==> config.mk <==
export PLATFORM = sky130hd
export DESIGN_NAME = swervolf_wb_initiator
export DESIGN_NICKNAME = d
export VERILOG_FILES = /design/src/rtl/swervolf_wb_pkg.sv /design/src/rtl/swervolf_wb_lane.sv /design/src/rtl/swervolf_wb_initiator.sv
export SDC_FILE = /design/constraint.sdc
export NUM_CORES = 1
export LEC_CHECK = 0
export ABC_AREA = 0
export BUFFER_PORTS_ARGS = -buffer_cell sky130_fd_sc_hd__buf_4
export CAP_MARGIN = 25
export CORE_UTILIZATION = 35
export CTS_CLUSTER_SIZE = 30
export DETAILED_ROUTE_END_ITERATION = 16
export SYNTH_ARGS = -nofsm -noshare
export SYNTH_HDL_FRONTEND = slang
export SYNTH_HIERARCHICAL = 1
export SYNTH_SLANG_ARGS = --single-unit
==> constraint.sdc <==
create_clock -name i_clk -period 3 [get_ports i_clk]
set_input_delay 0.6 -clock i_clk [delete_from_list [all_inputs] [get_ports i_clk]]
set_output_delay 0.6 -clock i_clk [all_outputs]
set_load 0.05 [all_outputs]
==> src/rtl/swervolf_wb_pkg.sv <==
// swervolf_wb_pkg
// Shared encodings for the Wishbone initiator and its lane helper:
//   - command size encodings (SZ_*)
//   - response status codes (ST_*)
//   - initiator FSM state type
//   - latched command fields (cmd_t)
//   - cmd_illegal(): alignment / size legality check
package swervolf_wb_pkg;

   localparam logic [1:0] SZ_BYTE = 2'd0;
   localparam logic [1:0] SZ_HALF = 2'd1;
   localparam logic [1:0] SZ_WORD = 2'd2;

   localparam logic [1:0] ST_OK      = 2'd0;
   localparam logic [1:0] ST_ALIGN   = 2'd1;
   localparam logic [1:0] ST_TIMEOUT = 2'd2;
   localparam logic [1:0] ST_BUSERR  = 2'd3;

   typedef enum logic [1:0] {
      S_IDLE = 2'd0,
      S_BUS  = 2'd1,
      S_RSP  = 2'd2
   } state_t;

   // Only the fields needed after accept (read extraction, write/read
   // response data) are kept; address and data go straight to the bus flops.
   typedef struct packed {
      logic       we;
      logic [1:0] k;
      logic [1:0] size;
      logic       sgn;
   } cmd_t;

   function automatic logic cmd_illegal(input logic [1:0] size, input logic [1:0] k);
      case (size)
         SZ_BYTE: return 1'b0;
         SZ_HALF: return k[0];
         SZ_WORD: return (k != 2'b00);
         default: return 1'b1;
      endcase
   endfunction

endpackage

==> src/rtl/swervolf_wb_lane.sv <==
// swervolf_wb_lane
// Combinational byte-lane logic for a 32-bit Wishbone initiator.
// Ports:
//   i_size   access size (SZ_*)
//   i_k      byte offset adr[1:0]
//   i_signed sign-extend sub-word reads
//   i_wdat   right-justified write data
//   i_rdt    raw bus read data
//   o_sel    byte enables
//   o_wdat   lane-steered write data
//   o_rdat   right-justified, extended read data
module swervolf_wb_lane
   import swervolf_wb_pkg::*;
(
   input  logic [1:0]  i_size,
   input  logic [1:0]  i_k,
   input  logic        i_signed,
   input  logic [31:0] i_wdat,
   input  logic [31:0] i_rdt,
   output logic [3:0]  o_sel,
   output logic [31:0] o_wdat,
   output logic [31:0] o_rdat
);

   logic [4:0]  shamt;
   logic [31:0] r;

   assign shamt = {i_k, 3'b000};
   assign r     = i_rdt >> shamt;

   always_comb begin
      o_sel  = 4'b1111;
      o_wdat = i_wdat;
      o_rdat = i_rdt;
      case (i_size)
         SZ_BYTE: begin
            o_sel  = 4'b0001 << i_k;
            o_wdat = {24'b0, i_wdat[7:0]} << shamt;
            o_rdat = {{24{i_signed & r[7]}}, r[7:0]};
         end
         SZ_HALF: begin
            o_sel  = 4'b0011 << i_k;
            o_wdat = {16'b0, i_wdat[15:0]} << shamt;
            o_rdat = {{16{i_signed & r[15]}}, r[15:0]};
         end
         default: ;
      endcase
   end

endmodule

==> src/rtl/swervolf_wb_initiator.sv <==
// swervolf_wb_initiator
// Single-outstanding Wishbone classic initiator: one bus cycle per accepted
// command, one response per command. Misaligned / illegal-size commands are
// answered without touching the bus. A cycle with no ack/err is abandoned
// after TIMEOUT cycles.
// Ports:
//   i_clk, i_rst                 clock, synchronous active-high reset
//   i_cmd_* / o_cmd_ready        command stream (valid/ready)
//   o_rsp_* / i_rsp_ready        response stream (valid/ready)
//   o_wb_* / i_wb_*              Wishbone classic initiator port
module swervolf_wb_initiator
   import swervolf_wb_pkg::*;
#(
   parameter int unsigned TIMEOUT = 255
)(
   input  logic        i_clk,
   input  logic        i_rst,
   input  logic        i_cmd_valid,
   output logic        o_cmd_ready,
   input  logic        i_cmd_we,
   input  logic [31:0] i_cmd_adr,
   input  logic [31:0] i_cmd_dat,
   input  logic [1:0]  i_cmd_size,
   input  logic        i_cmd_signed,
   output logic        o_rsp_valid,
   input  logic        i_rsp_ready,
   output logic [31:0] o_rsp_dat,
   output logic [1:0]  o_rsp_status,
   output logic [31:0] o_wb_adr,
   output logic [31:0] o_wb_dat,
   output logic [3:0]  o_wb_sel,
   output logic        o_wb_we,
   output logic        o_wb_cyc,
   output logic        o_wb_stb,
   input  logic [31:0] i_wb_rdt,
   input  logic        i_wb_ack,
   input  logic        i_wb_err
);

   localparam int CW = $clog2(TIMEOUT + 1);
   localparam logic [CW-1:0] TO_LOAD = CW'(TIMEOUT);

   state_t         state_q, state_d;
   cmd_t           cmd_q, cmd_d;
   logic [CW-1:0]  cnt_q, cnt_d;
   logic           cmd_ready_q, cmd_ready_d;
   logic           rsp_valid_q, rsp_valid_d;
   logic [31:0]    rsp_dat_q, rsp_dat_d;
   logic [1:0]     rsp_status_q, rsp_status_d;
   logic [31:0]    wb_adr_q, wb_adr_d;
   logic [31:0]    wb_dat_q, wb_dat_d;
   logic [3:0]     wb_sel_q, wb_sel_d;
   logic           wb_we_q, wb_we_d;
   logic           cyc_q, cyc_d;

   // One lane block serves both directions: while ready it steers the
   // incoming command's write data, afterwards it extracts read data for
   // the latched command.
   logic [1:0]     ln_size, ln_k;
   logic           ln_sgn;
   logic [3:0]     ln_sel;
   logic [31:0]    ln_wdat, ln_rdat;
   logic           accept;

   assign accept  = cmd_ready_q & i_cmd_valid;
   assign ln_size = cmd_ready_q ? i_cmd_size      : cmd_q.size;
   assign ln_k    = cmd_ready_q ? i_cmd_adr[1:0]  : cmd_q.k;
   assign ln_sgn  = cmd_ready_q ? i_cmd_signed    : cmd_q.sgn;

   swervolf_wb_lane u_lane (
      .i_size   (ln_size),
      .i_k      (ln_k),
      .i_signed (ln_sgn),
      .i_wdat   (i_cmd_dat),
      .i_rdt    (i_wb_rdt),
      .o_sel    (ln_sel),
      .o_wdat   (ln_wdat),
      .o_rdat   (ln_rdat)
   );

   always_comb begin
      state_d      = state_q;
      cmd_d        = cmd_q;
      cnt_d        = cnt_q;
      cmd_ready_d  = cmd_ready_q;
      rsp_valid_d  = rsp_valid_q;
      rsp_dat_d    = rsp_dat_q;
      rsp_status_d = rsp_status_q;
      wb_adr_d     = wb_adr_q;
      wb_dat_d     = wb_dat_q;
      wb_sel_d     = wb_sel_q;
      wb_we_d      = wb_we_q;
      cyc_d        = cyc_q;
      case (state_q)
         S_IDLE: begin
            // Ready comes back one cycle after reset releases.
            cmd_ready_d = 1'b1;
            if (accept) begin
               cmd_ready_d = 1'b0;
               cmd_d = '{we: i_cmd_we, k: i_cmd_adr[1:0], size: i_cmd_size, sgn: i_cmd_signed};
               if (cmd_illegal(i_cmd_size, i_cmd_adr[1:0])) begin
                  state_d      = S_RSP;
                  rsp_valid_d  = 1'b1;
                  rsp_status_d = ST_ALIGN;
                  rsp_dat_d    = '0;
               end else begin
                  state_d  = S_BUS;
                  cyc_d    = 1'b1;
                  cnt_d    = TO_LOAD;
                  wb_adr_d = {i_cmd_adr[31:2], 2'b00};
                  wb_dat_d = ln_wdat;
                  wb_sel_d = ln_sel;
                  wb_we_d  = i_cmd_we;
               end
            end
         end
         S_BUS: begin
            // err beats ack beats timeout; an ack in the final counted
            // cycle still completes normally.
            if (i_wb_err || i_wb_ack || cnt_q == CW'(1)) begin
               state_d     = S_RSP;
               cyc_d       = 1'b0;
               rsp_valid_d = 1'b1;
               rsp_dat_d   = '0;
               if (i_wb_err) begin
                  rsp_status_d = ST_BUSERR;
               end else if (i_wb_ack) begin
                  rsp_status_d = ST_OK;
                  rsp_dat_d    = cmd_q.we ? 32'd0 : ln_rdat;
               end else begin
                  rsp_status_d = ST_TIMEOUT;
               end
            end else begin
               cnt_d = cnt_q - CW'(1);
            end
         end
         S_RSP: begin
            if (i_rsp_ready) begin
               state_d     = S_IDLE;
               rsp_valid_d = 1'b0;
               cmd_ready_d = 1'b1;
            end
         end
         default: state_d = S_IDLE;
      endcase
   end

   always_ff @(posedge i_clk) begin
      if (i_rst) begin
         state_q      <= S_IDLE;
         cmd_q        <= '0;
         cnt_q        <= '0;
         cmd_ready_q  <= 1'b0;
         rsp_valid_q  <= 1'b0;
         rsp_dat_q    <= '0;
         rsp_status_q <= '0;
         wb_adr_q     <= '0;
         wb_dat_q     <= '0;
         wb_sel_q     <= '0;
         wb_we_q      <= 1'b0;
         cyc_q        <= 1'b0;
      end else begin
         state_q      <= state_d;
         cmd_q        <= cmd_d;
         cnt_q        <= cnt_d;
         cmd_ready_q  <= cmd_ready_d;
         rsp_valid_q  <= rsp_valid_d;
         rsp_dat_q    <= rsp_dat_d;
         rsp_status_q <= rsp_status_d;
         wb_adr_q     <= wb_adr_d;
         wb_dat_q     <= wb_dat_d;
         wb_sel_q     <= wb_sel_d;
         wb_we_q      <= wb_we_d;
         cyc_q        <= cyc_d;
      end
   end

   assign o_cmd_ready  = cmd_ready_q;
   assign o_rsp_valid  = rsp_valid_q;
   assign o_rsp_dat    = rsp_dat_q;
   assign o_rsp_status = rsp_status_q;
   assign o_wb_adr     = wb_adr_q;
   assign o_wb_dat     = wb_dat_q;
   assign o_wb_sel     = wb_sel_q;
   assign o_wb_we      = wb_we_q;
   assign o_wb_cyc     = cyc_q;
   assign o_wb_stb     = cyc_q;

endmodule

**Yosys cells after proc, flatten, opt, wreduce, memory -nomap -nowiden**

Index checks and enable logic that the tools add are counted.

- Output and inout bits: 107
- Word-level logic and storage cells: 97
- Register bits: 120
- Input port bits: 106

- Eq/ne operators: 12
- Reductions and logical operators: 17
- Bitwise logic cells: 4
- Mux-type cells: 43
- $add $sub $neg: 1
- Shifts and indexed selects: 5

Operators by type and width:

| operator | count |
|---|---|
| $mux W32 | 6 |
| $pmux W32 S2 | 3 |
| $shl A16 B5 Y32 | 1 |
| $shl A8 B5 Y32 | 1 |
| $shr A32 B5 Y16 | 1 |
| $mux W8 | 3 |
| $mux W2 | 11 |
| $pmux W8 S2 | 1 |
| $mux W1 | 12 |
| $ne A2 B2 Y1 const B | 6 |
| $reduce_and A4 Y1 | 3 |
| $eq A8 B1 Y1 const B | 1 |
| $pmux W4 S2 | 1 |
| $sub A8 B1 Y8 const B | 1 |
| $eq A2 B1 Y1 const B | 3 |
| $logic_not A2 Y1 | 3 |
| $pmux W1 S3 | 2 |
| $pmux W2 S3 | 1 |
| $reduce_and A3 Y1 | 2 |
| $reduce_bool A2 Y1 | 3 |
| $reduce_and A5 Y1 | 1 |
| $eq A2 B2 Y1 const B | 2 |
| $pmux W1 S2 | 2 |
| $pmux W2 S2 | 1 |
| 7 further kinds | 11 |

**Longest topological paths before layout**

- Word-level depth: 9
- Mapped depth: 11
- Depth with buffers taken out: 7

**Hierarchy**

The synthesis kept the hierarchy.

Modules (own cells, without submodules):

| module | instances | area each (um2) | cells each | sequential area each (um2) |
|---|---|---|---|---|
| swervolf_wb_initiator | 1 | 4370.4 | 490 | 2402.3 |
| swervolf_wb_lane | 1 | 1408.9 | 237 | 0.0 |

**Worst setup path before layout**

No wires, ideal clock.

- Kind: register -> register
- Start point: register cmd_ready_q (netlist: o_cmd_ready)
- End point: register rsp_dat_q[29] (netlist: o_rsp_dat[29])
- Stages on the path, launching flop included: 10
- Data required time: 2.883 ns
- Arrival: 2.385 ns
- Setup slack: 0.498 ns
- Buffers on the path: 3
- Setup time: 0.117 ns
- Clock period less this slack: 2.502 ns
- Cells stage by stage: dfxtp_1 > buf_2 > mux2_2 > nor2b_1 > buf_2 > and4_4 > o31ai_4 > buf_6 > o21ai_2 > a22o_1

- Longest elaborated chain between the ends: 9
- Elaborated cells on any way between the ends: 17
- Classes of those cells: eq/ne: 2; shift: 1; mux: 9; bitwise: 3; reduce/logical: 2

Ends and longest elaborated chain:

| item | line | source |
|---|---|---|
| start, declared | swervolf_wb_initiator.sv:46 | `logic cmd_ready_q, cmd_ready_d;` |
| start signal, assigned | swervolf_wb_initiator.sv:166 | `cmd_ready_q <= cmd_ready_d;` |
| $mux W2 * | swervolf_wb_initiator.sv:67 | `assign ln_k = cmd_ready_q ? i_cmd_adr[1:0] : cmd_q.k;` |
| via ln_k[1] | swervolf_wb_initiator.sv:59 | `logic [1:0] ln_size, ln_k;` |
| $shr A32 B5 Y16 * | swervolf_wb_lane.sv:29 | `assign r = i_rdt >> shamt;` |
| $and A1 B1 Y1, on equally long branches | swervolf_wb_lane.sv:44, swervolf_wb_lane.sv:39 |  |
| $pmux W32 S2 * | swervolf_wb_lane.sv:35 | `case (i_size)` |
| via ln_rdat[29] | swervolf_wb_initiator.sv:62 | `logic [31:0] ln_wdat, ln_rdat;` |
| $mux W32 * | swervolf_wb_initiator.sv:129 | `rsp_dat_d = cmd_q.we ? 32'd0 : ln_rdat;` |
| $mux W32 * | swervolf_wb_initiator.sv:127 | `end else if (i_wb_ack) begin` |
| $mux W32 * | swervolf_wb_initiator.sv:125 | `if (i_wb_err) begin` |
| $mux W32 * | swervolf_wb_initiator.sv:120 | `if (i_wb_err \|\| i_wb_ack \|\| cnt_q == CW'(1)) begin` |
| $pmux W32 S2 * | swervolf_wb_initiator.sv:94 | `case (state_q)` |
| end signal, assigned | swervolf_wb_initiator.sv:168 | `rsp_dat_q <= rsp_dat_d;` |
| end, declared | swervolf_wb_initiator.sv:48 | `logic [31:0] rsp_dat_q, rsp_dat_d;` |

The timed path passes the listed nets; every way through them passes the cells marked *. The select of a mux whose other input is x is not followed.
A chain may end at the register's enable or synchronous reset.

**Worst setup path in the final report**

- Start point: register cmd_ready_q (netlist: o_cmd_ready)
- End point: register wb_dat_q[23] (netlist: o_wb_dat[23])

- Longest elaborated chain between the ends: 3
- Elaborated cells on any way between the ends: 9
- Classes of those cells: eq/ne: 1; shift: 2; mux: 3; bitwise: 1; reduce/logical: 2

Ends and longest elaborated chain:

| item | line | source |
|---|---|---|
| $mux W2 * | swervolf_wb_initiator.sv:67 |  |
| via ln_k[1] | swervolf_wb_initiator.sv:59 |  |
| $shl A16 B5 Y32 / $shl A8 B5 Y32 (equally long branches) | swervolf_wb_lane.sv:43, swervolf_wb_lane.sv:38 |  |
| $pmux W32 S2 * | swervolf_wb_lane.sv:35 |  |
| via ln_wdat[23] | swervolf_wb_initiator.sv:62 |  |
| end signal, assigned | swervolf_wb_initiator.sv:171 | `wb_dat_q <= wb_dat_d;` |
| end, declared | swervolf_wb_initiator.sv:51 | `logic [31:0] wb_dat_q, wb_dat_d;` |

The timed path passes the listed nets; every way through them passes the cells marked *.

==> impl_metrics.json <==
{
  "p_leak_nw": 3.36,
  "tritoncts": "built",
  "grt_overflow_total": 0,
  "grt_max_degree": 62,
  "drt_wl_total_um": 18300,
  "rr_worst_depth": 7,
  "holdCritStartpoint": "i_cmd_adr[7]",
  "row_count": 46,
  "syn_to_final_growth_pct": 39.3,
  "p_per_area_nw_per_um2": 557,
  "yosysWarnings": 6,
  "max_freq_mhz": 392,
  "cp_max_fo": 32,
  "slew_headroom_pct": 51.4,
  "status": "complete, no violations",
  "max-cap-violations": 0,
  "fin_skew_ns": 0.00760,
  "holdBufCountCts": 0,
  "worstHoldPathType": "in2reg",
  "synth_largest_area_cell": "dfxtp_1",
  "grt_pass1_wl_um": 27300,
  "ys_seq_area_share_pct": 41.6,
  "drc": 0,
  "synth_common_cells": "nand2_1 (189), dfxtp_1 (120), a21oi_1 (94)",
  "clock-sinks": 120,
  "period_minus_slack_ns": 2.55,
  "timing.rr.end": "o_wb_dat[23]",
  "yosys.area.top_type_share_pct": 41.6,
  "dp.cells": 1105,
  "rsz0062_at_grt": "no",
  "detailed_place_hpwl_um": 12800,
  "tightest_slew_ns": 0.725,
  "die_w_um": 131,
  "antenna_left": 0,
  "gp_congestion": 0.788,
  "synth_area_leaders": "dfxtp_1 (42%), nand2_1 (12%), a21oi_1 (8.1%)",
  "cp-start-kind": "register",
  "async_reset_ff_share_pct": 0,
  "hold_end": "o_wb_adr[7]",
  "clock_latency_ns": 0.42,
  "final_cells": 1138,
  "ioPinCount": 213,
  "ctsResizeCount": 0,
  "hold_viol": 0,
  "vias": 5809,
  "dr.first_iter.drc_count": 406,
  "wl_per_cell_um": 16.1,
  "whs_ns": 0.427,
  "grt_util_all_layers_pct": 20.9,
  "clkSlewWorstSetupHoldPaths_ns": 0.06,
  "initial_utilization_pct": 36.1,
  "synthesis.area_um2": 5780,
  "root_buffer": "clkbuf_16",
  "cp-end-kind": "register",
  "synth_cell_type_count": 56,
  "fin_nets": 1017,
  "timing.rr.start": "o_cmd_ready",
  "final_layout_size_suffix_gt1_share_pct": 31.6,
  "dieArea_um2": 17000,
  "tns_ns": 0,
  "portBuffers": 210,
  "diodes": 0,
  "synth_most_common_cell": "nand2_1",
  "finalMaxSlewViolations": 0,
  "setup_violations": 0,
  "arrival_ns": 2.90,
  "synth_cells": 727,
  "hold_depth": 3,
  "fp.dieH_um": 131,
  "synthFlopType": "dfxtp_1",
  "cp.required_ns": 3.34,
  "clk_path_buf_depth": 2,
  "path_class": "reg2reg",
  "grt_pass1_vias": 4965,
  "synth-edff-count": 0,
  "first_pass_iters": 5,
  "synth.avg_cell_area_um2": 7.95,
  "antenna_found_initial": 0,
  "via_per_inst": 5.10,
  "vdd_ir_drop_max_v": 0.000400,
  "ys_ff_latch": 120,
  "core_um2": 16000,
  "postCtsSetupBuffers": 0,
  "numCtsBuffers": 17,
  "cts.htree.levels": 4,
  "r2r_slack_ns": 0.45,
  "fin_crit_sh_pct": 85.1
}
==> how the worst max path moves through the flow <==
stage                       from             to  slack (ns)  cells after the start
global placement    i_cmd_adr[1]    o_wb_dat[4]        0.34                      6
floorplan            o_cmd_ready  o_rsp_dat[29]        0.50                      9
detailed placement  i_cmd_adr[1]    o_wb_dat[0]        0.29                      6
finish               o_cmd_ready   o_wb_dat[23]        0.45                      7
global route         o_cmd_ready   o_wb_dat[18]        0.24                      7
CTS                  o_cmd_ready    o_wb_dat[5]        0.36                      5
==> where the power goes <==
| group | switching, mW | leakage, nW | total [mW] | internal [mW] |
|---|---|---|---|---|
| logic | 0.512 | 2.12 | 0.841 | 0.330 |
| registers | 0.0341 | 0.971 | 1.67 | 1.64 |
| clock network | 0.812 | 0.269 | 1.97 | 1.16 |
| total | 1.36 | 3.36 | 4.48 | 3.12 |
==> final cells by class <==
class / count / area [um^2]
sequential: 120 / 2400
clock inverter: 15 / 143
multi-input combinational: 526 / 3010
inverter: 18 / 67.6
timing repair buffer: 226 / 1730
clock buffer: 17 / 425
tap: 216 / 270
fill: 1664 / 7950
==> per-layer routing <==
metal / vias up / track usage (%) / wire, um
li1: 2897 / - / -
met1: 2679 / 27.2 / 8030
met5: - / 0 / 0
met3: 15 / 6.47 / 1560
met4: 0 / 7.64 / 187
met2: 218 / 32.5 / 8510
==> flip-flops by register name (all words and copies together) (netlist names) <==
| signal | flops |
|---|---|
| cmd_q | 6 |
| cnt_q | 8 |
| o_cmd_ready | 1 |
| o_rsp_dat | 32 |
| o_rsp_status | 2 |
| o_rsp_valid | 1 |
| o_wb_adr | 30 |
| o_wb_cyc | 1 |
| o_wb_dat | 32 |
| o_wb_sel | 4 |
| o_wb_we | 1 |
| state_q | 2 |
==> placed cells by master, fill, tap and decap left out, types with 4 or more instances in the layout <==
| master | count |
|---|---|
| inv_1 | 18 |
| buf_4 | 224 |
| inv_6 | 6 |
| nor2_1 | 12 |
| dfxtp_1 | 120 |
| clkinvlp_4 | 4 |
| nand2_1 | 189 |
| a22oi_1 | 29 |
| mux2i_1 | 9 |
| nor2b_1 | 11 |
| a22o_1 | 40 |
| a31oi_1 | 5 |
| and2_1 | 9 |
| a21oi_1 | 94 |
| mux2_2 | 12 |
| nor3_1 | 5 |
| o22ai_1 | 7 |
| clkbuf_16 | 17 |
| o21ai_0 | 51 |
==> worst max-delay path, cell delays in order, from the launching register on <==
cell	delay, ns
dfxtp_1	0.51
mux2_2	0.63
nor2b_4	0.20
nor2b_1	0.59
a22oi_1	0.14
o21ai_0	0.18
nand2_1	0.07
a21oi_1	0.15
==> metrics by stage <==
step           util, %  setup slack (ns)  cell area [um^2]  power, mW
2_1_floorplan        -             0.498              5780       2.26
3_3_place_gp      46.5             0.341              7440       2.54
3_5_place_dp      46.7             0.287              7470       2.55
4_1_cts           50.3             0.359              8040       4.52
5_1_grt           50.3             0.244              8050       4.67
6_report          50.3             0.448              8050       4.48
==> kinds of logic after synthesis <==
family,synth area share (%)
buffers and inverters,6.73
AO/OA/AOI/OAI,27.8
flip-flops,41.6
AND/OR/NAND/NOR,19.1
other,0.0649
adder cells (fa/ha/maj),0.433
multiplexers,4.29
(Power assumes the default switching activity.)
